==> src/rtl/bw_r_rf_inq_sweep_if.sv <==
// Bus bundle for the inbound-queue register file: write, clear, read and observation signals.
interface bw_r_rf_inq_sweep_if #(
  parameter int DEPTH   = 16,
  parameter int ENTRY_W = 2,
  parameter int WDATA_W = 8,
  parameter int ADDR_W  = $clog2(DEPTH)
);
  logic                       wen;
  logic [ADDR_W-1:0]          wr_addr;
  logic [WDATA_W-1:0]         wr_data;
  logic                       wr_drop;
  logic                       clr_req;
  logic                       busy;
  logic                       clr_done;
  logic                       rd_en;
  logic [ADDR_W-1:0]          rd_addr;
  logic [ENTRY_W-1:0]         rd_data;
  logic                       rd_hit;
  logic                       rd_valid;
  logic [DEPTH-1:0]           entry_vld;
  logic [DEPTH*ENTRY_W-1:0]   inq_ary;

  modport slave (
    input  wen, wr_addr, wr_data, clr_req, rd_en, rd_addr,
    output wr_drop, busy, clr_done, rd_data, rd_hit, rd_valid, entry_vld, inq_ary
  );

  modport master (
    output wen, wr_addr, wr_data, clr_req, rd_en, rd_addr,
    input  wr_drop, busy, clr_done, rd_data, rd_hit, rd_valid, entry_vld, inq_ary
  );
endinterface

==> src/rtl/bw_r_rf_inq_sweep.sv <==
// DEPTH x ENTRY_W inbound-queue register file with strided write select,
// per-entry valid bits, bypassing registered read port and a one-entry-per-cycle clear sweep.
//
// state | meaning
// IDLE  | writes accepted, waiting for clr_req
// SWEEP | clearing entry[cnt] each cycle, writes dropped
// DONE  | sweep finished, clr_done high, writes dropped
module bw_r_rf_inq_sweep #(
  parameter int DEPTH   = 16,
  parameter int ENTRY_W = 2,
  parameter int WDATA_W = 8,
  parameter int STRIDE  = 4,
  parameter int ADDR_W  = $clog2(DEPTH)
) (
  input  logic                 clk,
  input  logic                 reset_l,
  bw_r_rf_inq_sweep_if.slave   bus
);

  typedef enum logic [1:0] {IDLE, SWEEP, DONE} state_t;

  localparam logic [ADDR_W:0]   DEPTH_C = (ADDR_W+1)'(DEPTH);
  localparam logic [ADDR_W-1:0] LAST    = ADDR_W'(DEPTH-1);

  state_t              state, state_nxt;
  logic [ADDR_W-1:0]   cnt, cnt_nxt;
  logic [ENTRY_W-1:0]  ary [DEPTH];
  logic [DEPTH-1:0]    vld;
  logic [ENTRY_W-1:0]  wr_sel;
  logic                wr_ok, rd_ok, sweep_clr;

  assign wr_ok     = bus.wen && (state == IDLE) && ({1'b0, bus.wr_addr} < DEPTH_C);
  assign rd_ok     = bus.rd_en && ({1'b0, bus.rd_addr} < DEPTH_C);
  assign sweep_clr = (state == SWEEP);

  always_comb begin
    wr_sel = '0;
    for (int i = 0; i < ENTRY_W; i++) begin
      wr_sel[i] = bus.wr_data[i*STRIDE];
    end
  end

  always_ff @(posedge clk or negedge reset_l) begin
    if (!reset_l) begin
      state <= IDLE;
      cnt   <= '0;
    end else begin
      state <= state_nxt;
      cnt   <= cnt_nxt;
    end
  end

  always_comb begin
    state_nxt = state;
    cnt_nxt   = cnt;
    case (state)
      IDLE: begin
        if (bus.clr_req) begin
          state_nxt = SWEEP;
          cnt_nxt   = '0;
        end
      end
      SWEEP: begin
        if (cnt == LAST) begin
          state_nxt = DONE;
          cnt_nxt   = '0;
        end else begin
          cnt_nxt = cnt + 1'b1;
        end
      end
      DONE:    state_nxt = IDLE;
      default: state_nxt = IDLE;
    endcase
  end

  // Sweep and write never coincide: writes are only accepted in IDLE.
  always_ff @(posedge clk or negedge reset_l) begin
    if (!reset_l) begin
      for (int k = 0; k < DEPTH; k++) ary[k] <= '0;
      vld <= '0;
    end else begin
      if (sweep_clr) begin
        ary[cnt] <= '0;
        vld[cnt] <= 1'b0;
      end
      if (wr_ok) begin
        ary[bus.wr_addr] <= wr_sel;
        vld[bus.wr_addr] <= 1'b1;
      end
    end
  end

  // Read returns post-edge contents, so same-edge write/clear are forwarded.
  always_ff @(posedge clk or negedge reset_l) begin
    if (!reset_l) begin
      bus.rd_data  <= '0;
      bus.rd_hit   <= 1'b0;
      bus.rd_valid <= 1'b0;
      bus.wr_drop  <= 1'b0;
    end else begin
      bus.rd_valid <= rd_ok;
      bus.wr_drop  <= bus.wen && !wr_ok;
      if (rd_ok) begin
        if (wr_ok && (bus.wr_addr == bus.rd_addr)) begin
          bus.rd_data <= wr_sel;
          bus.rd_hit  <= 1'b1;
        end else if (sweep_clr && (cnt == bus.rd_addr)) begin
          bus.rd_data <= '0;
          bus.rd_hit  <= 1'b0;
        end else begin
          bus.rd_data <= ary[bus.rd_addr];
          bus.rd_hit  <= vld[bus.rd_addr];
        end
      end
    end
  end

  always_comb begin
    bus.inq_ary = '0;
    for (int k = 0; k < DEPTH; k++) begin
      bus.inq_ary[k*ENTRY_W +: ENTRY_W] = ary[k];
    end
  end

  assign bus.entry_vld = vld;
  assign bus.busy      = (state != IDLE);
  assign bus.clr_done  = (state == DONE);

endmodule

==> src/flat_wrapper.sv <==
// flat-port wrapper written by rule: the top's interface ports become plain ports
module bw_r_rf_inq_sweep_flat 
#(
  parameter int DEPTH   = 16,
  parameter int ENTRY_W = 2,
  parameter int WDATA_W = 8,
  parameter int STRIDE  = 4,
  parameter int ADDR_W  = $clog2(DEPTH)
)
  (clk, reset_l, bus_wen, bus_wr_addr, bus_wr_data, bus_clr_req, bus_rd_en, bus_rd_addr, bus_wr_drop, bus_busy, bus_clr_done, bus_rd_data, bus_rd_hit, bus_rd_valid, bus_entry_vld, bus_inq_ary);
  bw_r_rf_inq_sweep_if #(.DEPTH(DEPTH), .ENTRY_W(ENTRY_W), .WDATA_W(WDATA_W), .ADDR_W(ADDR_W)) bus_i ();
  input  logic clk;
  input  logic reset_l;
  input wire logic [$bits(bus_i.wen)-1:0] bus_wen;
  input wire logic [$bits(bus_i.wr_addr)-1:0] bus_wr_addr;
  input wire logic [$bits(bus_i.wr_data)-1:0] bus_wr_data;
  input wire logic [$bits(bus_i.clr_req)-1:0] bus_clr_req;
  input wire logic [$bits(bus_i.rd_en)-1:0] bus_rd_en;
  input wire logic [$bits(bus_i.rd_addr)-1:0] bus_rd_addr;
  output wire logic [$bits(bus_i.wr_drop)-1:0] bus_wr_drop;
  output wire logic [$bits(bus_i.busy)-1:0] bus_busy;
  output wire logic [$bits(bus_i.clr_done)-1:0] bus_clr_done;
  output wire logic [$bits(bus_i.rd_data)-1:0] bus_rd_data;
  output wire logic [$bits(bus_i.rd_hit)-1:0] bus_rd_hit;
  output wire logic [$bits(bus_i.rd_valid)-1:0] bus_rd_valid;
  output wire logic [$bits(bus_i.entry_vld)-1:0] bus_entry_vld;
  output wire logic [$bits(bus_i.inq_ary)-1:0] bus_inq_ary;
  assign bus_i.wen = bus_wen;
  assign bus_i.wr_addr = bus_wr_addr;
  assign bus_i.wr_data = bus_wr_data;
  assign bus_i.clr_req = bus_clr_req;
  assign bus_i.rd_en = bus_rd_en;
  assign bus_i.rd_addr = bus_rd_addr;
  assign bus_wr_drop = bus_i.wr_drop;
  assign bus_busy = bus_i.busy;
  assign bus_clr_done = bus_i.clr_done;
  assign bus_rd_data = bus_i.rd_data;
  assign bus_rd_hit = bus_i.rd_hit;
  assign bus_rd_valid = bus_i.rd_valid;
  assign bus_entry_vld = bus_i.entry_vld;
  assign bus_inq_ary = bus_i.inq_ary;
  bw_r_rf_inq_sweep #(.DEPTH(DEPTH), .ENTRY_W(ENTRY_W), .WDATA_W(WDATA_W), .STRIDE(STRIDE), .ADDR_W(ADDR_W)) u_core (.clk(clk), .reset_l(reset_l), .bus(bus_i));
endmodule
==> config.mk <==
export PLATFORM = sky130hd
export DESIGN_NAME = bw_r_rf_inq_sweep_flat
export DESIGN_NICKNAME = d
export VERILOG_FILES = /design/src/rtl/bw_r_rf_inq_sweep_if.sv /design/src/rtl/bw_r_rf_inq_sweep.sv /design/src/flat_wrapper.sv
export SDC_FILE = /design/constraint.sdc
export NUM_CORES = 1
export LEC_CHECK = 0
export CORE_MARGIN = 2
export CORE_UTILIZATION = 59
export DETAILED_ROUTE_END_ITERATION = 16
export DONT_BUFFER_PORTS = 1
export PLACE_DENSITY = 0.8
export SLEW_MARGIN = 10
export SYNTH_ARGS = -nofsm -noshare
export SYNTH_HDL_FRONTEND = slang
export SYNTH_SLANG_ARGS = --single-unit
export TNS_END_PERCENT = 1
==> constraint.sdc <==
create_clock -name clk -period 2.2 [get_ports clk]
set_clock_uncertainty 0.2 [all_clocks]
set_input_delay 0.44 -clock clk [delete_from_list [all_inputs] [get_ports clk]]
set_output_delay 0.44 -clock clk [all_outputs]
set_load 0.02 [all_outputs]
# Word level (Yosys, flattened, before mapping)
# Cells that the tools add are included.
# totals
register_bits,59
wordCells,91
inputBits,21
output_inout_bits,55
# classes
addsub,1
bitwise_logic,8
magnitude_cmp,10
n_eq_ne,7
muxes,28
n_reduce_logical,14
# op_table
operator,count
$mux 32,2
$and 32x32->32,1
$bwmux 32,1
$mux 16,2
$not 32->32,1
$and 16x16->16,1
$demux 2 s4,2
$mux 2,8
$not 16->16,1
$or 16x16->16,1
$ge 5x5->1 const B,3
$lt 4x5->1 const B,3
$not 4->5,3
$lt 5x1->1 const B,2
$bmux 2 s4,1
$demux 1 s4,2
$eq 4x4->1,2
$ge 4x1->1 const B,2
$logic_and 1x1->1,8
$mux 4,2
$pmux 4 s2,1
$mux 1,5
$add 4x1->4 const B,1
$bmux 1 s4,1
other kinds (9),12

# Logic depth before layout (Yosys ltp)
# depth
ltp_word,10
ltp_mapped,6
ltp_nobuf,5

# Worst setup path after synthesis
# No wires, ideal clock.
# synth_path
path_type,input-to-reg
start,input bus_rd_addr[1]
end,register u_core.bus.rd_hit
arrival_ps,1568
path_slack_ps,292
setup_time_ps,140
path_stages,5
n_path_buf,1
t_required_ps,1860
path_cell_list,buf_2 -> mux4_2 -> nor2b_1 -> a211oi_1 -> o311ai_1
# synth_via
elab_chain_cells,4
word_cells_on_any_way,8
classes_between,eq/ne (2); mux (4); reduce/logical (2)
# synth_rtl
element,line_no,source
"start, declared",flat_wrapper.sv:19,input wire logic [$bits(bus_i.rd_addr)-1:0] bus_rd_addr;
$bmux 1 s4 / $eq 4x4->1 (equally long branches),"bw_r_rf_inq_sweep.sv:112, bw_r_rf_inq_sweep.sv:107",
$mux 1 (implied by the code) / $logic_and 1x1->1 (equally long branches),"bw_r_rf_inq_sweep.sv:112, bw_r_rf_inq_sweep.sv:107",
$mux 1,bw_r_rf_inq_sweep.sv:107,end else if (sweep_clr && (cnt == bus.rd_addr)) begin
$mux 1 *,bw_r_rf_inq_sweep.sv:104,if (wr_ok && (bus.wr_addr == bus.rd_addr)) begin
"end signal, assigned",bw_r_rf_inq_sweep.sv:112,bus.rd_hit <= vld[bus.rd_addr];
"end, declared",bw_r_rf_inq_sweep_if.sv:25,"output wr_drop, busy, clr_done, rd_data, rd_hit, rd_valid, entry_vld, inq_ary"
# Mark *: on every way between the ends. The rest lies on a longest branch, timed or not. The select of a mux whose other input is x is not followed.
# A chain may end at the register's enable or synchronous reset.

# Worst setup path in the final report
# layout_path
start,register u_core.state[1]
end,"register u_core.ary, in the netlist u_core.bus.inq_ary[1]"
# layout_via
elab_chain_cells,4
word_cells_on_any_way,6
classes_between,eq/ne (1); mux (3); reduce/logical (2)
# layout_rtl
element,line_no,source
"start, declared",bw_r_rf_inq_sweep.sv:25,"state_t state, state_nxt;"
"start signal, assigned",bw_r_rf_inq_sweep.sv:48,state <= state_nxt;
$eq 2x1->1,bw_r_rf_inq_sweep.sv:34,assign sweep_clr = (state == SWEEP);
$mux 32,bw_r_rf_inq_sweep.sv:82,if (sweep_clr) begin
$bwmux 32,bw_r_rf_inq_sweep.sv:87,ary[bus.wr_addr] <= wr_sel;
$mux 32 *,bw_r_rf_inq_sweep.sv:86,if (wr_ok) begin
"end signal, assigned by index",bw_r_rf_inq_sweep.sv:87,
"end, declared",bw_r_rf_inq_sweep.sv:27,logic [ENTRY_W-1:0] ary [DEPTH];
# Mark *: on every way between the ends. The rest lies on a longest branch, timed or not.

==> flow_summary.json <==
{
  "run_status": "finished clean",
  "synth.avg_cell_area_sq_um": 10.8,
  "crit_family": "simple AND/OR/NAND/NOR gates",
  "synth_top_area_share_pct": 47.7,
  "wl_per_cell_um": 20.7,
  "placement_rows": 26,
  "top_layer_used": "met4",
  "finalNetCount": 316,
  "placement.io_buffers": 0,
  "yosys_warnings": 0,
  "globalplace.congestion": 0.878,
  "first_pass_grt_wire_length_mm": 12.5,
  "detail_route.drc_violations": 0,
  "grt_setup_unrepaired": "no",
  "groute.usage.overall_pct": 28.0,
  "htree_levels": 3,
  "mappedNetlistNets": 312,
  "timing.critical_path.slowest_cell_delay_ns": 0.50,
  "drtAntennaViolNets": 0,
  "cts_inserted_buffers": 9,
  "ctsResizeCount": 0,
  "count_of_buffer_and_inverter_cells_on_the_critical_path": 0,
  "globalRoute.totalOverflow": 0,
  "drt_first_iter_violations": 261,
  "timing.hold.ws_ns": 0.0301,
  "power.density_cell_area_nw_per_um2": 1380,
  "seq_power_share_pct": 54.3,
  "insertedDiodeCount": 0,
  "power.total_mw": 4.63,
  "filler_cell_count": 412,
  "cp_max_fo": 8,
  "critPathSlowestCell": "or3b_4",
  "grt_antenna_before_repair": 0,
  "cts_buffer_depth": 2,
  "detail_route.wirelength.met1_mm": 2.92,
  "cts.root.buffer_cell": "clkbuf_8",
  "setup.worst_path.start_class": "flop",
  "finalInstanceArea_sq_um": 3360,
  "instance_area_at_placement_sq_um": 3140,
  "design.core.area_sq_um": 5070,
  "synth_seq_area_share_pct": 47.7,
  "power.combinational.fraction_pct": 25.9,
  "maxSlewViolCount": 0,
  "clkLatencyLatePin_ns": 0.35,
  "clkPwrFrac_pct": 19.7,
  "max_clock_freq_ghz": 0.491,
  "placement.setup.worst_slack_ns": 0.187,
  "timing.hold.worst.class": "input pin to flop",
  "routed_wl_mm": 7.57,
  "maxCapViolCount": 0,
  "area_growth_syn_to_layout_pct": 8.69,
  "finalHoldViolCount": 0,
  "synth_enable_flop_cells": 0,
  "fp.dieH_um": 76.4,
  "critPathArrivalTime_ns": 2.10,
  "drt_first_pass_iters": 4,
  "clock_sinks": 59,
  "syn-instance-count": 287,
  "end_kind": "flop",
  "netlist_area_sq_um": 3090,
  "ir_drop_mv": 0.852,
  "synth_flop_cell": "dfrtp_1",
  "net_switching_share_of_the_total_power_pct": 44.2,
  "fin_tns_setup_ns": 0,
  "synthDominantAreaCellType": "dfrtp_1",
  "switchingPower_mw": 2.05,
  "intPower_mw": 2.58,
  "yosysUniqueCellTypes": 41,
  "worstSetupPathType": "flop to flop",
  "drive_gt1_share_pct": 12.2,
  "required_ns": 2.26,
  "met3_length_um": 718,
  "yosys-top-cells-count": "nand2_1, dfrtp_1, mux2i_1",
  "fin_util_pct": 66.3,
  "wl_met2_mm": 3.75,
  "via_count": 2256,
  "report.final.setup_viol": 0,
  "synth_seq_cells": 59,
  "post-route-worst-setup-slack_ns": 0.164,
  "initial_core_util_pct": 61.0,
  "path_clk_slew_ns": 0.06,
  "cp_cell_sequence": "nor3b_4, or3b_4, nor3_4, mux2i_1",
  "grt_max_degree": 60,
  "synthTopCellsByArea": "dfrtp_1, mux2i_1, mux4_2, nand2_1, nand3_1",
  "finalCritPeriodShare_pct": 92.5,
  "hpwl_after_dpl_mm": 5.39,
  "ports": 76,
  "async_reset_ff_share_pct": 100,
  "multi_input_area_sq_um": 1530,
  "place.detailed.instances": 347,
  "leakagePower_nw": 1.64,
  "die_area_sq_um": 5840,
  "synthMostInstantiatedCell": "nand2_1",
  "layout.cells.non_filler": 365,
  "cts_tree": "yes",
  "drt-vias-per-instance": 6.18,
  "slew_headroom_pct": 59.0,
  "worst-slew-pin-transition_ns": 0.614,
  "die_width_um": 76.4,
  "final.min_clock_period_ns": 2.04,
  "final-seq-area_sq_um": 1480,
  "grt_pass1_vias": 2345
}
-- state kept, by name, indices dropped and copies added, names as in the netlist --
signal,flops
u_core.bus.entry_vld,16
u_core.bus.inq_ary,32
u_core.bus.rd_data,2
u_core.bus.rd_hit,1
u_core.bus.rd_valid,1
u_core.bus.wr_drop,1
u_core.cnt,4
u_core.state,2
-- metal layers --
metal	GRT usage, %	vias to the layer above
met2	43.4	102
met4	10.5	0
met5	0	-
met3	9.95	12
met1	36.6	1123
li1	-	1019
-- repair_timing --
item	in CTS	in global routing
setup buffers	0	0
hold endpoints to repair	60	0
hold buffers	3	0
-- final timing paths --
| kind | from | endpoint | slack, ns | cells after the start |
|---|---|---|---|---|
| min | bus_wen | u_core.bus.wr_drop | 0.03 | 1 |
| min in group asynchronous | reset_l | u_core.bus.inq_ary[16] | 0.42 | 2 |
| min reg2reg | u_core.state[0] | u_core.state[0] | 0.45 | 2 |
| max | u_core.state[1] | u_core.bus.inq_ary[1] | 0.16 | 4 |
| max reg2reg | u_core.state[1] | u_core.bus.inq_ary[1] | 0.16 | 4 |
| max in group asynchronous | reset_l | u_core.bus.inq_ary[11] | 1.11 | 2 |
-- power groups by stage --
| stage | clock network (mW) | registers [mW] | logic [mW] |
|---|---|---|---|
| floorplan | 0 | 2.35 | 0.981 |
| finish | 0.914 | 2.52 | 1.20 |
| global placement | 0 | 2.52 | 1.10 |
| detailed placement | 0 | 2.54 | 1.16 |
| global route | 0.954 | 2.58 | 1.35 |
| CTS | 0.917 | 2.52 | 1.20 |
-- kinds of logic after synthesis --
| family | share of synthesized area (%) |
|---|---|
| AOI/OAI and AO/OA | 5.82 |
| xor gates and xnor gates | 2.26 |
| adders and majority gates | 1.62 |
| buffers and inverters | 2.91 |
| DFF | 47.7 |
| muxes | 19.3 |
| and+or+nand+nor | 20.4 |
-- area by class of cell --
| cell class | instances | share of cell area (%) |
|---|---|---|
| inverters | 6 | 0.670 |
| clock inverters | 2 | 0.298 |
| clock buffers | 13 | 5.02 |
| multi-input cells | 209 | 45.4 |
| flip-flops and latches | 59 | 43.9 |
| well taps | 70 | 2.60 |
| repair buffers | 6 | 2.08 |
-- cell usage in the layout (no fill, tap or decap), types with 6 or more instances in the layout --
cell type  instances
nor2b_1            9
nor2_1             7
nand4_1            6
nand2b_1           6
nand2_1           60
inv_1              6
clkbuf_8          12
a21o_1             8
dfrtp_1           59
mux2i_1           36
nand3_1           20
mux4_2            10
(Power assumes the default switching activity.)
